==> src/rtl/tcb_peri_gpio_drv.sv <==
`default_nettype none
// ============================================================================
// Module   : tcb_peri_gpio_drv
// Brief    : GPIO output/enable driver with masked write/set/clear/toggle and
//            timed pulse commands over a valid/ready port; pad outputs are flops.
// Revision : 1.0
// ============================================================================
module tcb_peri_gpio_drv #(
  parameter int unsigned    DAT   = 32,
  parameter int unsigned    CNT   = 16,
  parameter logic [DAT-1:0] RST_O = '0,
  parameter logic [DAT-1:0] RST_E = '0
) (
  input  logic           clk,
  input  logic           rst,
  input  logic           cmd_vld,
  output logic           cmd_rdy,
  input  logic [2:0]     cmd_op,
  input  logic [DAT-1:0] cmd_msk,
  input  logic [DAT-1:0] cmd_dat,
  input  logic [CNT-1:0] cmd_len,
  output logic [DAT-1:0] gpio_o,
  output logic [DAT-1:0] gpio_e,
  output logic           busy
);

  localparam logic [2:0]     OP_WRO  = 3'd0;
  localparam logic [2:0]     OP_WRE  = 3'd1;
  localparam logic [2:0]     OP_SET  = 3'd2;
  localparam logic [2:0]     OP_CLR  = 3'd3;
  localparam logic [2:0]     OP_TGL  = 3'd4;
  localparam logic [2:0]     OP_PLS  = 3'd5;
  localparam logic [CNT-1:0] CNT_ONE = {{(CNT-1){1'b0}}, 1'b1};

  typedef enum logic [0:0] {
    ST_IDLE  = 1'b0,
    ST_PULSE = 1'b1
  } state_t;

  state_t         state_q, state_d;
  logic [CNT-1:0] cnt_q, cnt_d;
  logic [DAT-1:0] pmsk_q, pmsk_d;
  logic [DAT-1:0] gpio_o_q, gpio_o_d;
  logic [DAT-1:0] gpio_e_q, gpio_e_d;
  logic           xfer;

  assign cmd_rdy = (state_q == ST_IDLE);
  assign busy    = ~cmd_rdy;
  assign xfer    = cmd_vld & cmd_rdy;
  assign gpio_o  = gpio_o_q;
  assign gpio_e  = gpio_e_q;

  always_comb begin
    state_d  = state_q;
    cnt_d    = cnt_q;
    pmsk_d   = pmsk_q;
    gpio_o_d = gpio_o_q;
    gpio_e_d = gpio_e_q;
    case (state_q)
      ST_IDLE: begin
        if (xfer) begin
          case (cmd_op)
            OP_WRO: gpio_o_d = (gpio_o_q & ~cmd_msk) | (cmd_dat & cmd_msk);
            OP_WRE: gpio_e_d = (gpio_e_q & ~cmd_msk) | (cmd_dat & cmd_msk);
            OP_SET: gpio_o_d = gpio_o_q | cmd_msk;
            OP_CLR: gpio_o_d = gpio_o_q & ~cmd_msk;
            OP_TGL: gpio_o_d = gpio_o_q ^ cmd_msk;
            OP_PLS: begin
              // A zero-length or empty-mask pulse is a no-op, never enters PULSE.
              if ((cmd_len != '0) && (cmd_msk != '0)) begin
                gpio_o_d = gpio_o_q ^ cmd_msk;
                pmsk_d   = cmd_msk;
                cnt_d    = cmd_len;
                state_d  = ST_PULSE;
              end
            end
            default: ;
          endcase
        end
      end
      ST_PULSE: begin
        if (cnt_q == CNT_ONE) begin
          gpio_o_d = gpio_o_q ^ pmsk_q;
          pmsk_d   = '0;
          cnt_d    = '0;
          state_d  = ST_IDLE;
        end else begin
          cnt_d = cnt_q - CNT_ONE;
        end
      end
      default: state_d = ST_IDLE;
    endcase
  end

  always_ff @(posedge clk or negedge rst) begin
    if (!rst) begin
      state_q  <= ST_IDLE;
      cnt_q    <= '0;
      pmsk_q   <= '0;
      gpio_o_q <= RST_O;
      gpio_e_q <= RST_E;
    end else begin
      state_q  <= state_d;
      cnt_q    <= cnt_d;
      pmsk_q   <= pmsk_d;
      gpio_o_q <= gpio_o_d;
      gpio_e_q <= gpio_e_d;
    end
  end

endmodule
`default_nettype wire

==> config.mk <==
export PLATFORM = sky130hd
export DESIGN_NAME = tcb_peri_gpio_drv
export DESIGN_NICKNAME = d
export VERILOG_FILES = /design/src/rtl/tcb_peri_gpio_drv.sv
export SDC_FILE = /design/constraint.sdc
export NUM_CORES = 1
export LEC_CHECK = 0
export CORE_MARGIN = 2
export CORE_UTILIZATION = 60
export DETAILED_ROUTE_END_ITERATION = 8
export DONT_BUFFER_PORTS = 1
export GPL_ROUTABILITY_DRIVEN = 0
export PLACE_DENSITY = 0.82
export SYNTH_ARGS = -nofsm -noshare
export SYNTH_HDL_FRONTEND = slang
export SYNTH_SLANG_ARGS = --single-unit
==> constraint.sdc <==
create_clock -name clk -period 2.4 [get_ports clk]
set_clock_uncertainty 0.05 [all_clocks]
set_input_delay 0.48 -clock clk [delete_from_list [all_inputs] [get_ports clk]]
set_output_delay 0.48 -clock clk [all_outputs]
set_load 0.005 [all_outputs]
==> impl_metrics.tcl <==
set metrics [dict create \
    dieArea_mm2 0.01405 \
    slowest_delay_ns 0.58 \
    gr-total-overflow 0 \
    async_reset_ff_share_pct 100.0 \
    drc 0 \
    path_class "reg -> reg" \
    path_clk_slew_ns 0.05 \
    cts-root-buf "clkbuf_16" \
    slowest_stage "or4_4" \
    rrSetupSlack_ns 0.12 \
    route.final.wire_length_um 23240 \
    cp.required_ns 2.65 \
    critPathTopFamily "simple AND/OR/NAND/NOR gates" \
    slew-limit-headroom_pct 63.05 \
    netlist_area_mm2 0.007871 \
    area_growth_pct 12.57 \
    drt-initial-drc-count 867 \
    critical_path_arrival_ns 2.53 \
    grt_pass1_vias 7582 \
    critPathMaxFanout 16 \
    fin_crit_sh_pct 95.05 \
    place_ws_ns -0.001132 \
    max_freq_ghz 0.4383 \
    worstMarginPinSlew_ns 0.5531 \
    violations "negative hold slack" \
    status "complete, but fails checks" \
    cap_violations 0 \
    post-route-util_pct 69.65 \
    avgSynthCellArea_um2 8.924 \
    critPathBufInv 1 \
    cts_sinks 113 \
    dominantRegCellSynth "dfrtp_1" \
    wl_per_cell_um 21.64 \
    yosys.cell_count.top_type "dfrtp_1" \
    worst_hold_slack_ns -0.3014 \
    cts_tree "yes" \
    syn_nets 1034 \
    grt_pass1_wl_um 37200 \
    period_needed_ns 2.281 \
    grt_start_max_net_pins 114 \
    antennaDiodeCount 0 \
    setup_violations 0 \
    synthCells 882 \
    start_kind "flop" \
    synthDistinctLibCells 55 \
    final_max_slew_viol_count 0 \
    grt_setup_unrepaired "false" \
    rows 41 \
    place_hpwl_um 15580 \
    antenna_found_initial 0 \
    numCtsBuffers 17 \
    synth_top_area_share_pct 35.92 \
    hold_viol 113 \
    clockBufferDepth 2 \
    drive_above_1_share_pct 9.424 \
    pin_count 152 \
    path_cells "or4_4, nor3_4, nand4_4, and3_2, buf_12, a2111o_1" \
    fin_ws_ns 0.1187 \
    pwr_density_cell_mw_per_mm2 717.7 \
    synth_top_cells_by_area "dfrtp_1 36%, ha_1 10%, o221ai_1 6.1%" \
    route.antenna.remaining_nets 0 \
    start_util_pct 61.87 \
    ys_seq_elements 113 \
    via_per_inst 6.869 \
    first_pass_iters 8 \
    h-tree-depth 4 \
    ys_seq_area_share_pct 35.92 \
    clock_latency_ns 0.42 \
    grt_use_total_pct 32.78 \
    peakVddDrop_v 0.0004594 \
    fin_nets 1041 \
    die_y_um 118.5 \
    vias 7377 \
    synth_commonest_cells "113 x dfrtp_1, 102 x nand2_1, 72 x nor2_1" \
    leakage_uw 0.003980 \
    yosysWarnings 0 \
    die_x_um 118.5 \
    synth_top_area_cell "dfrtp_1" \
    worstHoldPathType "in -> async" \
    synth_edf_count 0 \
    postCtsSetupBuffers 0 \
    core_mm2 0.01272 \
    io_buffers 0 \
    end_kind "flop" \
]
[logic make-up (layout without fill, tap and decap cells)]
family,after synthesis,count (layout),synth area share (%)
buffers and inverters,129,149,6.644
XOR/XNOR,8,8,0.8902
adder cells (fa/ha/maj),66,66,10.49
flip-flops,113,113,35.92
AO/OA/AOI/OAI,267,267,25.40
AND/OR/NAND/NOR,260,260,15.16
multiplexers,39,39,5.484
[cell type report]
class / count / area, um2
timing repair buffer: 44 / 430.4
clock buffer: 27 / 493.0
multi-input combinational: 640 / 4567
inverter: 73 / 274.0
tap: 172 / 215.2
sequential: 113 / 2829
fill: 988 / 3861
clock inverter: 5 / 52.55
[timing repair]
item,CTS,global route
endpoints found under the hold margin,113,113
setup endpoints to repair,0,1
resized for setup,0,1
[layout by cell type, fill, tap and decap left out, types with 8 or more instances in the layout]
master,count
mux2_1,32
a211o_1,26
o221ai_1,55
o2bb2ai_1,10
nand2_1,102
o21ai_0,37
inv_1,71
o21ai_1,23
a22o_1,35
o22ai_1,11
nor2_1,72
ha_1,66
buf_4,36
dfrtp_1,112
a21oi_1,15
a21o_1,26
nor4_1,16
clkbuf_16,17
buf_12,8
nor3_1,31
[power by group]
part | internal (uW) | switching, uW | total (uW) | leakage (uW)
clock network | 1500 | 858 | 2360 | 0.000265
registers | 2220 | 352 | 2570 | 0.00137
logic | 702 | 734 | 1440 | 0.00235
total | 4420 | 1940 | 6360 | 0.00398
[metrics by stage]
step	total power, uW	hold WS [ns]	area (um2)	std cells	TNS, ns
after global placement	3880	0.1374	8310	1042	-1.446
after CTS	6352	-0.3065	8856	1074	0
after detailed placement	3980	0.1368	8310	1042	-0.001775
final	6360	-0.3014	8861	1074	0
after global routing	6640	-0.3100	8861	1074	0
after floorplan	3545	0.1344	7871	882	0
[routing by layer]
layer	vias to the layer above	GRT usage [%]	wire length [um]
met5	-	0	0
met4	0	16.52	813
met3	81	7.915	2329
met2	455	54.38	11370
met1	3587	39.69	8732
li1	3254	-	-
[worst paths after layout]
path                             from         end  cells past startpoint
setup / recovery             cnt_q[9]        flop                      6
hold / removal                    rst   async pin                      0
setup reg to reg             cnt_q[9]        flop                      6
hold reg to reg                  flop        flop                      1
max in group asynchronous         rst  pmsk_q[17]                      0
min in group clk           cmd_dat[6]        flop                      1
(Power assumes the default switching activity.)
